File: src/rtl/ym_phase_sched.sv
// Phase and write scheduler: c1/c2 transfer enables, slot tracking and
// one-hot latch strobes placed between c1 and c2.
module ym_phase_sched #(
    parameter int DIV   = 4,
    parameter int SLOTS = 4,
    parameter int AW    = 3,
    parameter int DW    = 8,
    localparam int NLAT = 2 ** AW,
    localparam int SW   = $clog2(SLOTS)
) (
    input  logic            MCLK,
    input  logic            RESET_n,
    input  logic            en,
    output logic            c1,
    output logic            c2,
    output logic [SW-1:0]   slot,
    output logic            slot_start,
    input  logic            wr_req,
    input  logic [AW-1:0]   wr_addr,
    input  logic [DW-1:0]   wr_data,
    output logic            wr_ack,
    output logic [NLAT-1:0] lat_en,
    output logic [DW-1:0]   lat_data,
    output logic            busy
);

    localparam int PER = 2 * DIV;
    localparam int CW  = $clog2(PER);

    localparam logic [CW-1:0] CNT_MAX = CW'(PER - 1);
    localparam logic [CW-1:0] CNT_C2  = CW'(DIV);
    localparam logic [CW-1:0] CNT_WIN = CW'(DIV / 2);
    localparam logic [SW-1:0] SLOT_MX = SW'(SLOTS - 1);

    localparam logic [1:0] S_IDLE = 2'd0;
    localparam logic [1:0] S_PEND = 2'd1;
    localparam logic [1:0] S_STRB = 2'd2;
    localparam logic [1:0] S_ACK  = 2'd3;

    logic [CW-1:0]   r_cnt;
    logic [SW-1:0]   r_slot;
    logic            r_c1;
    logic            r_c2;
    logic [1:0]      r_state;
    logic [AW-1:0]   r_addr;
    logic [DW-1:0]   r_data;
    logic [NLAT-1:0] r_lat_en;

    logic [CW-1:0]   w_cnt_nxt;
    logic            w_win;
    logic [NLAT-1:0] w_onehot;

    // Outputs are registered from the next count so they align with cnt.
    assign w_cnt_nxt = (r_cnt == CNT_MAX) ? '0 : r_cnt + 1'b1;
    assign w_win     = en && (w_cnt_nxt == CNT_WIN);
    assign w_onehot  = {{(NLAT-1){1'b0}}, 1'b1} << r_addr;

    always_ff @(posedge MCLK or negedge RESET_n) begin
        if (!RESET_n) begin
            r_cnt  <= '0;
            r_slot <= '0;
            r_c1   <= 1'b0;
            r_c2   <= 1'b0;
        end else begin
            if (en) begin
                r_cnt <= w_cnt_nxt;
            end
            if (en && (r_cnt == CNT_C2)) begin
                r_slot <= (r_slot == SLOT_MX) ? '0 : r_slot + 1'b1;
            end
            r_c1 <= en && (w_cnt_nxt == '0);
            r_c2 <= en && (w_cnt_nxt == CNT_C2);
        end
    end

    // The window entered on the capture edge is skipped: PEND is not yet set.
    always_ff @(posedge MCLK or negedge RESET_n) begin
        if (!RESET_n) begin
            r_state  <= S_IDLE;
            r_addr   <= '0;
            r_data   <= '0;
            r_lat_en <= '0;
        end else begin
            r_lat_en <= '0;
            case (r_state)
                S_IDLE: begin
                    if (wr_req) begin
                        r_addr  <= wr_addr;
                        r_data  <= wr_data;
                        r_state <= S_PEND;
                    end
                end
                S_PEND: begin
                    if (w_win) begin
                        r_lat_en <= w_onehot;
                        r_state  <= S_STRB;
                    end
                end
                S_STRB: begin
                    r_state <= S_ACK;
                end
                S_ACK: begin
                    if (!wr_req) begin
                        r_state <= S_IDLE;
                    end
                end
                default: begin
                    r_state <= S_IDLE;
                end
            endcase
        end
    end

    assign c1         = r_c1;
    assign c2         = r_c2;
    assign slot       = r_slot;
    assign slot_start = r_c1 && (r_slot == '0);
    assign wr_ack     = (r_state == S_ACK);
    assign busy       = (r_state != S_IDLE);
    assign lat_en     = r_lat_en;
    assign lat_data   = r_data;

endmodule

File: config.mk
export PLATFORM = sky130hd
export DESIGN_NAME = ym_phase_sched
export DESIGN_NICKNAME = d
export VERILOG_FILES = /design/src/rtl/ym_phase_sched.sv
export SDC_FILE = /design/constraint.sdc
export NUM_CORES = 1
export LEC_CHECK = 0
export ABC_AREA = 1
export CORE_UTILIZATION = 40
export CTS_BUF_LIST = sky130_fd_sc_hd__clkbuf_8
export DETAILED_ROUTE_END_ITERATION = 8
export GPL_TIMING_DRIVEN = 0
export PLACE_DENSITY = 0.7
export SETUP_SLACK_MARGIN = 0.2
export SLEW_MARGIN = 20
export SYNTH_ARGS = -nofsm -noshare
export SYNTH_HDL_FRONTEND = slang
export SYNTH_SLANG_ARGS = --single-unit
export TNS_END_PERCENT = 100
File: constraint.sdc
create_clock -name MCLK -period 1.8 [get_ports MCLK]
set_clock_uncertainty 0.15 [all_clocks]
set_input_delay 0.36 -clock MCLK [delete_from_list [all_inputs] [get_ports MCLK]]
set_output_delay 0.36 -clock MCLK [all_outputs]
set_load 0.005 [all_outputs]
* Yosys cells after proc, flatten, opt, wreduce, memory -nomap -nowiden
Cells that the tools add are included.
** Cells by class
- $add $sub $neg :: 2
- Equality and inequality tests :: 11
- Shift-type cells :: 1
- Mux-type cells :: 8
- Reduce and logical (&&, ||, !) cells :: 11
** Operators with widths (number)
- $mux W8 :: 2
- $eq A3 B3 Y1 const B :: 3
- $mux W2 :: 4
- $pmux W2 S4 :: 1
- $shl A1 B3 Y8 const A :: 1
- $eq A2 B2 Y1 const B :: 3
- $ne A2 B2 Y1 const B :: 3
- $logic_and A1 B1 Y1 :: 5
- $logic_not A2 Y1 :: 2
- $add A3 B1 Y3 const B :: 1
- $eq A3 B2 Y1 const B :: 1
- $logic_not A3 Y1 :: 1
- $mux W3 :: 1
- $reduce_and A3 Y1 :: 1
- $add A2 B1 Y2 const B :: 1
- $eq A2 B1 Y1 const B :: 1
- $reduce_and A2 Y1 :: 1
- $reduce_bool A2 Y1 :: 1
** Word-level totals
- Register bits :: 28
- Input bits :: 15
- Word-level logic and storage cells :: 41

* Logic depth before layout (Yosys ltp)
- Depth after elaboration :: 6
- Gate-level depth with buffers :: 9
- Depth with buffers taken out :: 8

* Worst setup path before layout
Ideal clock, no wire load.
- Path kind :: reg-to-reg
- From :: reg r_cnt[0]
- To :: reg r_state[0]
- Setup time :: 0.117 ns
- Arrival :: 1.321 ns
- Data required time :: 1.533 ns
- Setup slack :: 0.213 ns
- Stages on the path, launching flop included :: 9
- Buffers on the path :: 0
- Cell sequence :: dfrtp_1 -> ha_1 -> ha_1 -> inv_1 -> nand3_2 -> nand2_1 -> nand2_1 -> nand2_1 -> nand2_1
** On the way
- Word-level cells in the longest chain between the ends :: 6
- Elaborated cells on any way between the ends :: 7
** RTL lines
- start, declared :: line 40 : logic [CW-1:0] r_cnt;
- start signal, assigned :: line 66 : r_cnt <= w_cnt_nxt;
- $add A3 B1 Y3 or $eq A3 B3 Y1 (tied branches) :: line 54 : assign w_cnt_nxt = (r_cnt == CNT_MAX) ? '0 : r_cnt + 1'b1;
- $mux W3 * :: line 54
- net w_cnt_nxt[2] :: line 49 : logic [CW-1:0] w_cnt_nxt;
- $eq A3 B2 Y1 * :: line 55 : assign w_win = en && (w_cnt_nxt == CNT_WIN);
- $logic_and A1 B1 Y1 * :: line 55
- $ne A2 B2 Y1 (no source line) *
- $reduce_and A3 Y1 (no source line) *
- end signal, assigned :: line 79 : r_state <= S_IDLE;
- end signal, assigned :: line 90 : r_state <= S_PEND;
- end signal, assigned :: line 96 : r_state <= S_STRB;
- end, declared :: line 44 : logic [1:0] r_state;
The timed path passes the listed nets; every way through them passes the cells marked *.
A chain may end at the register's enable or synchronous reset.

* Worst setup path in the final report
- From :: reg r_slot[1], in the netlist slot[1]
- To :: reg r_slot[1], in the netlist slot[1]
** On the way
- Word-level cells in the longest chain between the ends :: 2
- Elaborated cells on any way between the ends :: 3
** RTL lines
- start, declared :: line 41 : logic [SW-1:0] r_slot;
- start signal, assigned :: line 69 : r_slot <= (r_slot == SLOT_MX) ? '0 : r_slot + 1'b1;
- $add A2 B1 Y2 or $eq A2 B2 Y1 (tied branches) :: line 69
- $mux W2 * :: line 69
Every way passes the cells marked *; elsewhere a longest branch is shown, timed or not.

==> flow_metrics.tcl <==
set metrics [dict create \
    yosysTopAreaCell "dfrtp_1" \
    area_delta_synth_final_pct 58.6 \
    vias 1097 \
    cp_slowest_cell "dfrtp_1" \
    cts_buffers 3 \
    cts_tree "done" \
    grt.overflow.total 0 \
    power_per_cell_area_nw_per_um2 1460 \
    netlist.area_leader.share_pct 55.0 \
    routed_via_density 4.50 \
    grt_max_degree 29 \
    drv_cap 0 \
    yosysWarnings 0 \
    setup_violations 0 \
    dr.pass1.iters 4 \
    fin_nets 229 \
    path_clk_slew_ns 0.09 \
    ys_seq_elements 28 \
    wl_um 2780 \
    layout-drive-gt1-share_pct 28.0 \
    fp.dieH_um 58.4 \
    min_period_ns 1.78 \
    root_buffer "clkbuf_8" \
    grt_pass1_wl_um 4660 \
    yosysSeqAreaShare_pct 55.0 \
    htree_levels 1 \
    fin_setup_tns_ns 0 \
    tightest_slew_ns 0.596 \
    drt_iter0_drc 16 \
    critical-path-top-cell-by-count "buf_6" \
    ant_nets 0 \
    antenna_found_initial 0 \
    slowest_delay_ns 0.39 \
    diodes 0 \
    start_kind "flip-flop" \
    core_um2 3030 \
    clkSinkCount 28 \
    io_pins 38 \
    hold_depth 2 \
    synth.distinct_cells 16 \
    synth-async-reset-ratio_pct 100 \
    r2r_cells 12 \
    cp.arrival_ns 1.83 \
    fin_util_pct 66.7 \
    routabilityCongestion 0.762 \
    netlist_area_um2 1270 \
    post-dp-hpwl_um 1770 \
    clock_path_buffers 2 \
    drc 0 \
    min_path_type "in -> reg" \
    dieArea_um2 3410 \
    path_class "reg -> reg" \
    portBuffers 36 \
    wire_per_inst_um 11.4 \
    worst_skew_pair.late_latency_ns 0.27 \
    critPathCaptureType "flip-flop" \
    synth-main-ff-cell "dfrtp_1" \
    num_rows 20 \
    outcome "finished clean" \
    syn_area_per_cell_um2 9.37 \
    cellLeakagePower_nw 1.07 \
    worstPathCellList "inv_2 -> buf_6 -> buf_6 -> buf_6 -> buf_6 -> buf_6 -> buf_6 -> buf_6 -> buf_6 -> buf_6 -> buf_6 -> a21oi_2" \
    grt_pass1_vias 1090 \
    critical_path_required_ns 1.85 \
    synthCells 136 \
    max-slew-margin-rel_pct 60.3 \
    synthTopCellsByArea "dfrtp_1 55%, ha_1 12%, nand2_1 10%" \
    synth.most_common_cell "nand2_1" \
    synth_edf_count 0 \
    rsz0062_at_grt "yes" \
    synthesis.nets 163 \
    slew_viol_final 0 \
    path_max_fanout 3 \
    final_hold_viol_count 0 \
    synth.top_cells.by_count "35 x nand2_1, 28 x dfrtp_1, 15 x inv_1" \
    ir_drop_mv 0.819 \
    fmax_mhz 563 \
    fin_crit_sh_pct 98.7 \
    dieWidth_um 58.4 \
    track_usage_pct 18.2 \
    initial_core_util_pct 42.1 \
]
registers in the layout (all words and copies together), names as in the netlist:
signal    cells
lat_en        8
r_cnt         3
lat_data      8
r_state       2
r_addr        3
c2            1
c1            1
slot          2
logic make-up (layout without fill, tap and decap cells):
group           Yosys count  after routing  synth area share, %
fa+ha+maj                12             12                 11.8
simple gates             69             69                 23.1
compound gates            7              7                 2.75
buf+inv                  20             84                 7.37
flops                    28             28                 55.0
cell type report:
| cell class | count | area, µm² |
|---|---|---|
| Clock buffer | 3 | 41.3 |
| Inverter | 16 | 62.6 |
| Tap cell | 44 | 55.1 |
| Multi-Input combinational cell | 88 | 564 |
| Fill cell | 258 | 1010 |
| Sequential cell | 28 | 701 |
| Buffer | 4 | 37.5 |
| Timing Repair Buffer | 61 | 559 |
worst paths after layout:
path,start,to,slack (ns)
max in group asynchronous,RESET_n,r_cnt[1]$_DFFE_PN0P_,0.63
worst max-delay path,slot[1]$_DFFE_PN0P_,slot[1]$_DFFE_PN0P_,0.02
worst min-delay path,en,r_cnt[0]$_DFFE_PN0P_,0.21
min in group asynchronous,RESET_n,lat_en[2]$_DFF_PN0_,0.48
worst max register to register,slot[1]$_DFFE_PN0P_,slot[1]$_DFFE_PN0P_,0.02
worst min register to register,lat_data[4]$_DFFE_PN0P_,lat_data[4]$_DFFE_PN0P_,0.32
report_power, final:
group / switching [mW] / internal [mW] / total, mW / leakage (nW)
clock: 0.180 / 0.150 / 0.330 / 0.0216
sequential: 0.129 / 0.830 / 0.959 / 0.353
combinational: 0.757 / 0.897 / 1.65 / 0.700
cells in the final DEF, fill, tap and decap left out, types with 6 or more instances in the layout:
cell,netlist,final
inv_1,15,9
nor2_1,13,13
inv_2,1,6
dfrtp_1,28,28
dlygate4sd2_1,0,19
buf_6,1,16
clkdlybuf4s50_1,0,12
nand2_1,35,34
nand3_1,11,10
buf_4,3,14
ha_1,12,6
nor3_1,6,6
stage by stage:
step                hold WS (ns)  instances  cell area [µm²]  power [mW]  setup slack (ns)
floorplan                -0.0856        136             1270        1.56             0.213
global placement           0.304        216             1690        1.97            -0.161
detailed placement         0.260        216             1680        2.03            -0.165
CTS                        0.197        240             1950        2.78            0.0426
global route               0.212        244             2020        3.18           -0.0389
finish                     0.209        244             2020        2.94            0.0228
worst max-delay path: cells and delay by family, from the launching register on:
family,cells,cell delay [ns]
flops,1,0.39
buf+inv,11,1.06
compound gates,1,0.09
repair_timing:
item / in CTS / in global routing
hold buffers: 1 / 0
pin swaps: 1 / 2
endpoints found under the setup margin: 27 / 8
endpoints found under the hold margin: 28 / 0
gates resized for setup: 59 / 13
setup buffers: 20 / 4
per-layer routing:
layer  share of wire (%)  GRT usage [%]
met4                 1.1           7.14
met5                   0              0
met3                 6.4           3.74
met2                  52           33.5
met1                  40           20.5
(Power assumes the default switching activity.)
